--- config.mk ---
export PLATFORM = sky130hd
export DESIGN_NAME = mainfsm
export DESIGN_NICKNAME = d
export VERILOG_FILES = /design/src/rtl/arm_mc_pkg.sv /design/src/rtl/mainfsm_dec.sv /design/src/rtl/mainfsm.sv
export SDC_FILE = /design/constraint.sdc
export NUM_CORES = 1
export LEC_CHECK = 0
export CORE_MARGIN = 4
export CORE_UTILIZATION = 30
export CTS_CLUSTER_SIZE = 16
export DETAILED_ROUTE_END_ITERATION = 8
export PLACE_DENSITY_LB_ADDON = 0.05
export SLEW_MARGIN = 20
export SYNTH_ARGS = -nofsm -noshare
export SYNTH_HDL_FRONTEND = slang
export SYNTH_SLANG_ARGS = --single-unit
--- constraint.sdc ---
create_clock -name clk -period 1.27 [get_ports clk]
set_input_delay 0.127 -clock clk [delete_from_list [all_inputs] [get_ports clk]]
set_output_delay 0.127 -clock clk [all_outputs]
set_load 0.03 [all_outputs]
--- src/rtl/arm_mc_pkg.sv ---
// Shared encodings for the multicycle ARM controller: FSM states, mux selects
// and the control-word layout used by the main FSM, its decoder and the bench.
package arm_mc_pkg;

  typedef enum logic [3:0] {
    S_FETCH    = 4'd0,
    S_DECODE   = 4'd1,
    S_MEMADR   = 4'd2,
    S_MEMRD    = 4'd3,
    S_MEMWB    = 4'd4,
    S_MEMWR    = 4'd5,
    S_EXECUTER = 4'd6,
    S_EXECUTEI = 4'd7,
    S_ALUWB    = 4'd8,
    S_BRANCH   = 4'd9,
    S_UNKNOWN  = 4'd10
  } state_t;

  localparam logic [1:0] OP_DP  = 2'b00;
  localparam logic [1:0] OP_MEM = 2'b01;
  localparam logic [1:0] OP_BR  = 2'b10;
  localparam logic [1:0] OP_ILL = 2'b11;

  localparam logic       ADR_PC     = 1'b0;
  localparam logic       ADR_ALUOUT = 1'b1;

  localparam logic       SRCA_REG = 1'b0;
  localparam logic       SRCA_PC  = 1'b1;

  localparam logic [1:0] SRCB_WD   = 2'b00;
  localparam logic [1:0] SRCB_IMM  = 2'b01;
  localparam logic [1:0] SRCB_FOUR = 2'b10;

  localparam logic [1:0] RES_ALUOUT    = 2'b00;
  localparam logic [1:0] RES_DATA      = 2'b01;
  localparam logic [1:0] RES_ALURESULT = 2'b10;

  typedef struct packed {
    logic       ir_write;
    logic       adr_src;
    logic       alu_src_a;
    logic [1:0] alu_src_b;
    logic [1:0] result_src;
    logic       next_pc;
    logic       reg_w;
    logic       mem_w;
    logic       branch;
    logic       alu_op;
    logic       illegal;
  } ctrl_t;

  // States that wait on the memory handshake and therefore honour stall.
  function automatic logic can_stall(input state_t s);
    return (s == S_FETCH) || (s == S_MEMRD) || (s == S_MEMWR);
  endfunction

endpackage

--- src/rtl/mainfsm_dec.sv ---
// Moore output decode for the main FSM: state -> control word, with the
// write strobes suppressed while the state is held or in reset.
module mainfsm_dec
  import arm_mc_pkg::*;
(
  input  state_t st,
  input  logic   gate,
  output ctrl_t  ctrl
);

  always_comb begin
    ctrl = '0;
    case (st)
      S_FETCH: begin
        ctrl.ir_write   = 1'b1;
        ctrl.alu_src_a  = SRCA_PC;
        ctrl.alu_src_b  = SRCB_FOUR;
        ctrl.result_src = RES_ALURESULT;
        ctrl.next_pc    = 1'b1;
      end
      S_DECODE: begin
        ctrl.alu_src_a  = SRCA_PC;
        ctrl.alu_src_b  = SRCB_FOUR;
        ctrl.result_src = RES_ALURESULT;
      end
      S_MEMADR: ctrl.alu_src_b = SRCB_IMM;
      S_MEMRD:  ctrl.adr_src   = ADR_ALUOUT;
      S_MEMWB: begin
        ctrl.result_src = RES_DATA;
        ctrl.reg_w      = 1'b1;
      end
      S_MEMWR: begin
        ctrl.adr_src = ADR_ALUOUT;
        ctrl.mem_w   = 1'b1;
      end
      S_EXECUTER: ctrl.alu_op = 1'b1;
      S_EXECUTEI: begin
        ctrl.alu_src_b = SRCB_IMM;
        ctrl.alu_op    = 1'b1;
      end
      S_ALUWB: ctrl.reg_w = 1'b1;
      S_BRANCH: begin
        ctrl.alu_src_b  = SRCB_IMM;
        ctrl.result_src = RES_ALURESULT;
        ctrl.branch     = 1'b1;
      end
      S_UNKNOWN: ctrl.illegal = 1'b1;
      default: ctrl = '0;
    endcase

    // Mux selects keep their state values; only architectural writes are blocked.
    if (gate) begin
      ctrl.ir_write = 1'b0;
      ctrl.next_pc  = 1'b0;
      ctrl.reg_w    = 1'b0;
      ctrl.mem_w    = 1'b0;
    end
  end

endmodule

--- src/rtl/mainfsm.sv ---
// Main control FSM of the multicycle ARM datapath: state register,
// next-state logic and the output decoder instance.
module mainfsm
  import arm_mc_pkg::*;
(
  input  logic       clk,
  input  logic       reset,
  input  logic       stall,
  input  logic [1:0] op,
  input  logic [5:0] funct,
  output logic       IRWrite,
  output logic       AdrSrc,
  output logic       ALUSrcA,
  output logic [1:0] ALUSrcB,
  output logic [1:0] ResultSrc,
  output logic       NextPC,
  output logic       RegW,
  output logic       MemW,
  output logic       Branch,
  output logic       ALUOp,
  output logic       illegal,
  output logic [3:0] state
);

  state_t state_q;
  state_t state_d;
  logic   hold;
  ctrl_t  ctrl;

  // funct[4:1] select the ALU operation downstream, not the next state.
  logic funct_unused;
  assign funct_unused = ^funct[4:1];

  assign hold = stall & can_stall(state_q);

  always_ff @(posedge clk or negedge reset) begin
    if (!reset) state_q <= S_FETCH;
    else        state_q <= state_d;
  end

  always_comb begin
    state_d = S_FETCH;
    if (hold) begin
      state_d = state_q;
    end else begin
      case (state_q)
        S_FETCH: state_d = S_DECODE;
        S_DECODE: begin
          case (op)
            OP_MEM:  state_d = S_MEMADR;
            OP_DP:   state_d = funct[5] ? S_EXECUTEI : S_EXECUTER;
            OP_BR:   state_d = S_BRANCH;
            default: state_d = S_UNKNOWN;
          endcase
        end
        S_MEMADR:   state_d = funct[0] ? S_MEMRD : S_MEMWR;
        S_MEMRD:    state_d = S_MEMWB;
        S_EXECUTER: state_d = S_ALUWB;
        S_EXECUTEI: state_d = S_ALUWB;
        default:    state_d = S_FETCH;
      endcase
    end
  end

  mainfsm_dec u_dec (
    .st   (state_q),
    .gate (hold | ~reset),
    .ctrl (ctrl)
  );

  assign IRWrite   = ctrl.ir_write;
  assign AdrSrc    = ctrl.adr_src;
  assign ALUSrcA   = ctrl.alu_src_a;
  assign ALUSrcB   = ctrl.alu_src_b;
  assign ResultSrc = ctrl.result_src;
  assign NextPC    = ctrl.next_pc;
  assign RegW      = ctrl.reg_w;
  assign MemW      = ctrl.mem_w;
  assign Branch    = ctrl.branch;
  assign ALUOp     = ctrl.alu_op;
  assign illegal   = ctrl.illegal;
  assign state     = state_q;

endmodule

==> impl_metrics.env, run 1 <==
export IMPL_finalHoldViolations=0
export IMPL_fin_crit_sh_pct=116
export IMPL_cts_tree="done"
export IMPL_synth_avg_cell_area_um2=7.44
export IMPL_crit_arrival_ns=1.35
export IMPL_synthArstFlopShare_pct=100
export IMPL_die_area_um2=1990
export IMPL_start_kind="flip-flop"
export IMPL_slew_viol_final=0
export IMPL_finClkSkew_ns=0.00454
export IMPL_violations="negative setup slack"
export IMPL_num_vias=595
export IMPL_cts_max_level=1
export IMPL_reg2reg_depth=4
export IMPL_tightest_slew_ns=0.216
export IMPL_clkTransAtPathRegs_ns=0.04
export IMPL_yosysUniqueCellTypes=26
export IMPL_fp_dieH_um=44.6
export IMPL_synth_common_cells="nor2_1 (8), nand2b_1 (5), nor3_1 (5)"
export IMPL_dp_cells=98
export IMPL_track_usage_pct=16.8
export IMPL_path_buf_inv=1
export IMPL_ff2ff_setup_slack_ns=-0.06
export IMPL_clk_path_buf_depth=2
export IMPL_rsz0062_at_grt="true"
export IMPL_wire_per_inst_um=14.6
export IMPL_grt_max_degree=10
export IMPL_cp_top_family="flip-flops"
export IMPL_slew_limit_headroom_pct=85.6
export IMPL_grt_ovfl_total=0
export IMPL_port_buffers=23
export IMPL_worst_setup_path_end_kind="output port"
export IMPL_route_detailed_drc=0
export IMPL_drt_iter0_drc=10
export IMPL_synth_area_um2=402
export IMPL_synth_top_area_share_pct=24.9
export IMPL_drt_pre_antenna_iters=4
export IMPL_clkLatencyLatePin_ns=0.23
export IMPL_design_core_area_um2=1190
export IMPL_n_antenna_cell=0
export IMPL_max_freq_mhz=679
export IMPL_cts_sinks=4
export IMPL_place_congestion=0.882
export IMPL_synth_warnings=0
export IMPL_critical_path_slowest_cell="dfrtp_2"
export IMPL_synth_most_common_cell="nor2_1"
export IMPL_ys_seq_area_share_pct=24.9
export IMPL_cp_endpoint="ALUSrcB[0]"
export IMPL_start_util_pct=33.9
export IMPL_synth_seq_cells=4
export IMPL_hold_path_class="in -> async"
export IMPL_worstSetupPathType="reg -> out"
export IMPL_grt_pass1_wl_mm=2.42
export IMPL_cp_depth=3
export IMPL_ir_worst_vdd_v=0.00123
export IMPL_layout_drive_gt1_share_pct=71.1
export IMPL_powerDensity_nw_per_um2=2750
export IMPL_rows=12
export IMPL_grt_pass1_vias=532
export IMPL_fin_crit_ns=1.47
export IMPL_largest_reg_flops=4
export IMPL_r2r_end="state[2]"
export IMPL_synth_ff_type="dfrtp_1"
export IMPL_drt_wl_total_mm=1.62
export IMPL_seq_area_um2=105
export IMPL_r2r_start="state[2]"
export IMPL_hpwl_mm=1.09
export IMPL_root_buffer="clkbuf_4"
export IMPL_die_w_um=44.6
export IMPL_io_pins=28
export IMPL_cap_violations=0
export IMPL_synth_top_area_cell="dfrtp_1"
export IMPL_instances_no_fill=111
export IMPL_setup_violations=14
export IMPL_max_stage_delay_ns=0.44
export IMPL_critPathMaxFanout=7
export IMPL_setup_ws_ns=-0.204
export IMPL_antenna_found_initial=0
export IMPL_pre_cts_ws_ns=-0.142
export IMPL_fillers=86
export IMPL_area_growth_pct=135
export IMPL_ant_nets=0
export IMPL_multi_input_area_um2=384
export IMPL_status="finished with violations"
export IMPL_avgViaCountPerCell=5.36
export IMPL_worstPathCellList="or2_4, o22ai_1, buf_4"
export IMPL_cts_buffers=3
export IMPL_synth_edf_count=0
export IMPL_layout_nets=110
export IMPL_syn_nets=65
export IMPL_synthTopCellsByArea="dfrtp_1 (25%), nand2b_1 (7.8%), buf_4 (7.5%)"
export IMPL_power_total_uw=2590
export IMPL_syn_inst=54
export IMPL_setup_worst_path_start="state[2]"
export IMPL_required_ns=1.14
export IMPL_power_leakage_uw=0.000423
export IMPL_hold_buffers=0
repair_timing:
item | 4_1_cts | 5_1_grt
endpoints found under the setup margin | 13 | 15
pin swaps | 7 | 7
buffers inserted | 6 | 4
resized for setup | 20 | 13
cloned | 0 | 0
power by group:
group          internal (uW)  switching, uW  total (uW)
logic                   1010           1130        2140
registers                191            105         296
clock network            106           50.2         156
total                   1310           1280        2590
per-stage QoR:
stage	setup TNS, ns	utilization, %	hold slack (ns)	cell area, um2
after floorplan	-2.32	-	-0.169	474
after global placement	-0.316	60.8	0.472	721
after detailed placement	-0.343	60.8	0.472	721
after CTS	-1.28	72.5	0.219	860
after global routing	-2.04	79.4	0.237	942
final	-1.40	79.4	0.228	942
how the worst min path moves through the flow:
stage / depth (start not counted) / slack (ns) / endpoint / start
finish: 2 / 0.23 / state[2] / reset
global route: 2 / 0.24 / state[2] / reset
CTS: 2 / 0.22 / state[2] / reset
detailed placement: 2 / 0.47 / state[0] / reset
global placement: 2 / 0.47 / state[0] / reset
floorplan: 0 / -0.17 / state[0] / reset
layout make-up:
cell class / instances / area share, %
inverter: 1 / 0.398
sequential: 4 / 11.2
clock buffer: 3 / 2.39
tap: 14 / 1.86
timing repair buffer: 46 / 43.4
multi-input combinational: 43 / 40.8
layer usage:
metal  vias up  share of wire [%]  GRT usage, %
met2        34                 48          28.1
met4         0                2.8          9.04
met5         -                  0             0
met3         6                9.2          2.85
met1       271                 40          20.2
li1        284                  -             -
cells by family (layout without fill, tap and decap cells):
| family | Yosys count | count (layout) | share of synthesized area (%) |
|---|---|---|---|
| muxes | 1 | 1 | 2.49 |
| and+or+nand+nor | 27 | 27 | 33.3 |
| buffers and inverters | 7 | 50 | 12.5 |
| DFF | 4 | 4 | 24.9 |
| AOI/OAI and AO/OA | 14 | 14 | 24.6 |
| xor gates and xnor gates | 1 | 1 | 2.18 |
cell usage in the layout (no fill, tap or decap):
| cell type | n |
|---|---|
| or2_4 | 1 |
| o21ai_2 | 1 |
| xnor2_2 | 1 |
| nand3_1 | 1 |
| o31a_1 | 1 |
| o22a_1 | 1 |
| a21boi_4 | 1 |
| nand2b_1 | 2 |
| nor2_1 | 4 |
| nor3_2 | 3 |
| a21oi_2 | 1 |
| inv_2 | 1 |
| nand2_1 | 2 |
| or3_1 | 1 |
| a211oi_2 | 1 |
| buf_6 | 13 |
| nand2_2 | 2 |
| nor2b_1 | 1 |
| nor2_2 | 1 |
| mux2i_1 | 1 |
| a21o_1 | 1 |
| o22ai_1 | 2 |
| dfrtp_2 | 4 |
| a211o_1 | 1 |
| a21oi_1 | 3 |
| clkbuf_4 | 3 |
| clkdlybuf4s50_1 | 6 |
| buf_4 | 27 |
| o32ai_1 | 1 |
| nor4_4 | 1 |
| nor3_4 | 2 |
| nand2b_4 | 3 |
| nor2_4 | 3 |
(Power assumes the default switching activity.)
==> run 2: changes to the inputs <==
--- a/config.mk
+++ b/config.mk
@@ -9,6 +9,7 @@
 export CORE_UTILIZATION = 30
 export CTS_CLUSTER_SIZE = 16
 export DETAILED_ROUTE_END_ITERATION = 8
+export GPL_ROUTABILITY_DRIVEN = 0
 export PLACE_DENSITY_LB_ADDON = 0.05
 export SLEW_MARGIN = 20
 export SYNTH_ARGS = -nofsm -noshare
==> results of run 2 <==
No change in the layout: final DEF, timing and power equal those of run 1.
